`src/rtl/uart_rx.sv`:
```
// uart_rx: 8N1 UART receiver with a one-entry valid/ready holding register and error pulses.
// Define UART_RX_MAJORITY_EN to take a 2-of-3 vote around each bit centre.
module uart_rx #(
    parameter int UART_CLOCK_HZ = 25_200_000,
    parameter int UART_BAUD     = 115_200
) (
    input  logic       clk_cpu,
    input  logic       n_reset,
    input  logic       uart_rx_pin,
    output logic [7:0] rx_data,
    output logic       rx_valid,
    input  logic       rx_ready,
    output logic       frame_err,
    output logic       overrun,
    output logic       rx_busy
);
    localparam int CLKS_PER_BIT = UART_CLOCK_HZ / UART_BAUD;
    localparam int HALF_BIT     = CLKS_PER_BIT / 2;
    localparam int CW           = $clog2(CLKS_PER_BIT);
    localparam logic [2:0] IDLE  = 3'd0;
    localparam logic [2:0] START = 3'd1;
    localparam logic [2:0] DATA  = 3'd2;
    localparam logic [2:0] STOP  = 3'd3;
    localparam logic [2:0] BREAK = 3'd4;
    localparam logic [CW-1:0] BIT_END = CW'(CLKS_PER_BIT - 1);

    logic          rx_meta, rx_s, bit_val, done, bad;
    logic [2:0]    state, idx;
    logic [CW-1:0] cnt;
    logic [7:0]    shift;

    always_ff @(posedge clk_cpu or negedge n_reset)
        if (!n_reset) {rx_s, rx_meta} <= 2'b11;
        else          {rx_s, rx_meta} <= {rx_meta, uart_rx_pin};

`ifdef UART_RX_MAJORITY_EN
    // Decision lands one clock after centre so the vote sees centre-1, centre, centre+1.
    localparam logic [CW-1:0] START_END = CW'(HALF_BIT);
    logic [1:0] hist;
    always_ff @(posedge clk_cpu or negedge n_reset)
        if (!n_reset) hist <= 2'b11;
        else          hist <= {hist[0], rx_s};
    assign bit_val = (hist[1] & hist[0]) | (hist[1] & rx_s) | (hist[0] & rx_s);
`else
    localparam logic [CW-1:0] START_END = CW'(HALF_BIT - 1);
    assign bit_val = rx_s;
`endif

    assign rx_busy = state != IDLE;

    always_ff @(posedge clk_cpu or negedge n_reset)
        if (!n_reset) begin
            state <= IDLE;
            cnt   <= '0;
            idx   <= '0;
            shift <= '0;
            done  <= 1'b0;
            bad   <= 1'b0;
        end else begin
            done <= 1'b0;
            bad  <= 1'b0;
            cnt  <= cnt + 1'b1;
            case (state)
                IDLE: begin
                    cnt <= '0;
                    if (!rx_s) state <= START;
                end
                START: if (cnt == START_END) begin
                    cnt   <= '0;
                    idx   <= '0;
                    state <= bit_val ? IDLE : DATA;
                end
                DATA: if (cnt == BIT_END) begin
                    cnt   <= '0;
                    shift <= {bit_val, shift[7:1]};
                    idx   <= idx + 3'd1;
                    if (idx == 3'd7) state <= STOP;
                end
                STOP: if (cnt == BIT_END) begin
                    cnt   <= '0;
                    state <= bit_val ? IDLE : BREAK;
                    done  <= bit_val;
                    bad   <= !bit_val;
                end
                BREAK: begin
                    cnt <= '0;
                    if (rx_s) state <= IDLE;
                end
                default: state <= IDLE;
            endcase
        end

    // done and bad are exclusive, so frame_err and overrun can never coincide.
    always_ff @(posedge clk_cpu or negedge n_reset)
        if (!n_reset) begin
            rx_data   <= '0;
            rx_valid  <= 1'b0;
            frame_err <= 1'b0;
            overrun   <= 1'b0;
        end else begin
            frame_err <= bad;
            overrun   <= done && rx_valid && !rx_ready;
            if (done && (!rx_valid || rx_ready)) begin
                rx_data  <= shift;
                rx_valid <= 1'b1;
            end else if (rx_ready) begin
                rx_valid <= 1'b0;
            end
        end
endmodule

```
`config.mk`:
```
export PLATFORM = sky130hd
export DESIGN_NAME = uart_rx
export DESIGN_NICKNAME = d
export VERILOG_FILES = /design/src/rtl/uart_rx.sv
export SDC_FILE = /design/constraint.sdc
export NUM_CORES = 1
export LEC_CHECK = 0
export CAP_MARGIN = 20
export CORE_UTILIZATION = 55
export DETAILED_ROUTE_END_ITERATION = 10
export PLACE_DENSITY = 0.75
export SKIP_CTS_REPAIR_TIMING = 1
export SLEW_MARGIN = 25
export SYNTH_ARGS = -nofsm -noshare
export SYNTH_HDL_FRONTEND = slang
export SYNTH_SLANG_ARGS = --single-unit
```
`constraint.sdc`:
```
create_clock -name clk_cpu -period 4.3 [get_ports clk_cpu]
set_clock_uncertainty 0.2 [all_clocks]
set_input_delay 0.645 -clock clk_cpu [delete_from_list [all_inputs] [get_ports clk_cpu]]
set_output_delay 0.645 -clock clk_cpu [all_outputs]
set_load 0.03 [all_outputs]
```
==> metrics <==
wire per inst ~14 um; GR Util All Layers ~18%; initial antenna violation count 0; largest net degree at the start of global routing 38; cell area after synthesis between 1500 and 2000 sq um; slowest stage cell, crit path clkdlybuf4s50_1; worst-margin pin slew about 0.66 ns; placement row count 19; grt total ovfl 0; leakage power about 0.89 nW; Hold Crit Depth 0; Final min period 2.66 ns; min-delay src rx_meta$_DFF_PN1_; RR Startpoint state[2]$_DFFE_PN0P_; Final Hold Viols 0; Post-synth EDFFs 0; Core ar. roughly 2800 sq um; DR vias/cell 5.29; top-count cell post-synth dfrtp_1; Routed WL ~2500 um; ranking of synthesized cells by area dfrtp_1, mux2_2, ha_1, nor2_1, dfstp_2; layout cells sized above 1 a little over a fifth; Max-Cap Viols 0; GPL Wtd Cong around 0.86; Seq/Total Area, Yosys a little under three fifths; PwrDens roughly 300 nW/um^2; antenna-violating nets left 0; Finish-stage setup viols 0; # IOs 16; Slew HR approximately 56%; Hold Crit Class reg -> reg; DR iter-0 viols 29; CTS sink count 37; synthesized area per cell 12.6 sq um; Crit Path Category reg -> out; number of CTS-inserted buffers 5; clock tree from TritonCTS done; Top FF cell, synth dfrtp_1; NetSw 0.000116 W; yosys warns 0; Clock Path Buffers 2; combinational share of power ~1.8%; Tcrit/Tclk final between 60% and 70%; vias in the first global route ~1,000; Initial DRT Pass Iterations 4; Req. time, crit path ~3.5 ns; Mapped Cells 130; Yosys cell types 29; flop-to-flop setup slack 2.17 ns; top post-synthesis cells by count dfrtp_1, mux2_2, nor2_1; chip width 56.5 um; # DRC 0; fill count 200; area growth from synthesis to layout 15.2%; CP bufs+invs 1; first-pass GRT wire length between 4000 and 5000 um; clock power share 34.3%; area leader, netlist dfrtp_1; Clk Latency, worst-skew pair 0.34 ns; Worst EP arrival approximately 1.8 ns; Seq pwr share 63.8%; buffers added on ports 15; Nets around 160; status finished, final reports clean; placed cell areas ~1800 sq um; Peak VDD IR 0.274 mV; Crit. End Element primary output; Startpoint Class flop; H-tree Lvls 2; critical path depth 2; R2R Path End shift[2]$_DFFE_PN0P_; Max Clk Rate 376 MHz; via count ~970; max-slew violation count 0; flops & latches, synth 37; HPWL after detailed placement ~1800 um; Sw Ratio a little over a fifth; Starting Density about three fifths; Die Span Y 56.5 um; Die ar. 3190 sq um; Max FO, Critical Path 8; cells along the critical path or3_1, clkdlybuf4s50_1; fraction of registers with async set/reset 100%; Int Power 0.000434 W; setup TNS 0 ns; synthesized net count approximately 140; Synth top area share ~54%; hold path endpoint bit_val$_DFF_PN1_; Root Driver clkbuf_4; Antenna diodes 0; Worst path max stage delay about 0.59 ns; reg2reg path depth 3; delay-heaviest family, CP buffers and inverters; Clk pin slew, worst setup/hold paths roughly 0.11 ns; RSZ-0062 raised after global routing false; Finished Cell Area about 1900 sq um
[how the worst max path moves through the flow]
stage	start	slack (ns)	to
after floorplan	cnt[0]$_DFF_PN0_	2.35	state[0]$_DFFE_PN0P_
after global placement	state[2]$_DFFE_PN0P_	2.07	rx_busy
after detailed placement	state[2]$_DFFE_PN0P_	2.02	rx_busy
after CTS	state[2]$_DFFE_PN0P_	1.63	rx_busy
after global routing	state[2]$_DFFE_PN0P_	1.56	rx_busy
final	state[2]$_DFFE_PN0P_	1.64	rx_busy
[placed cells by master, fill, tap and decap left out, types with 3 or more instances in the layout]
cell type / instances
clkdlybuf4s50_1: 15
nor2b_1: 3
inv_1: 8
nand2_1: 11
nand3_1: 4
mux2_2: 17
ha_1: 5
nor2_1: 15
dfrtp_1: 35
clkbuf_4: 5
xnor2_1: 4
[through the flow]
| step | setup slack, ns | std cells | power [W] | utilization (%) | hold WS, ns |
|---|---|---|---|---|---|
| after floorplan | 2.35 | 130 | 0.000358 | - | 0.131 |
| after global placement | 2.07 | 176 | 0.000368 | 65.5 | 0.141 |
| after CTS | 1.63 | 184 | 0.000556 | 67.6 | 0.163 |
| after detailed placement | 2.02 | 176 | 0.000368 | 65.5 | 0.139 |
| final | 1.64 | 184 | 0.000549 | 67.6 | 0.159 |
| after global routing | 1.56 | 184 | 0.000576 | 67.6 | 0.163 |
[state kept, by name, indices dropped and copies added, names as in the netlist]
name / count
bad: 1
bit_val: 1
cnt: 8
done: 1
frame_err: 1
idx: 3
overrun: 1
rx_data: 8
rx_meta: 1
rx_valid: 1
shift: 8
state: 3
[power by group through the flow]
| stage | sequential [W] | clock (W) | combinational (W) |
|---|---|---|---|
| after CTS | 0.000351 | 0.000194 | 0.0000108 |
| after detailed placement | 0.000357 | 0 | 0.0000108 |
| after floorplan | 0.000357 | 0 | 0.000000693 |
| after global routing | 0.000351 | 0.000213 | 0.0000122 |
| final | 0.000350 | 0.000188 | 0.0000101 |
| after global placement | 0.000357 | 0 | 0.0000107 |
[routing by layer]
layer  vias up  track usage (%)  share of wire (%)
met5         -                0                  0
met4         0             6.27                1.5
met3         6             7.60                4.2
met2        15             29.4                 46
met1       469             22.8                 48
li1        484                -                  -
[cell type report]
cell class	count	area, sq um	share of cell area [%]
Sequential cell	37	928	49.4
Multi-Input combinational cell	84	666	35.4
Timing Repair Buffer	16	158	8.39
Clock buffer	8	58.8	3.13
Tap cell	31	38.8	2.06
Inverter	8	30.0	1.60
[kinds of logic after synthesis]
logic type / synth area share (%)
DFF: 56.9
buffers and inverters: 2.30
xor gates and xnor gates: 3.22
AOI/OAI and AO/OA: 4.30
adders and majority gates: 3.83
muxes: 13.0
and+or+nand+nor: 16.5
No activity file was read; power rests on OpenSTA's default activity.
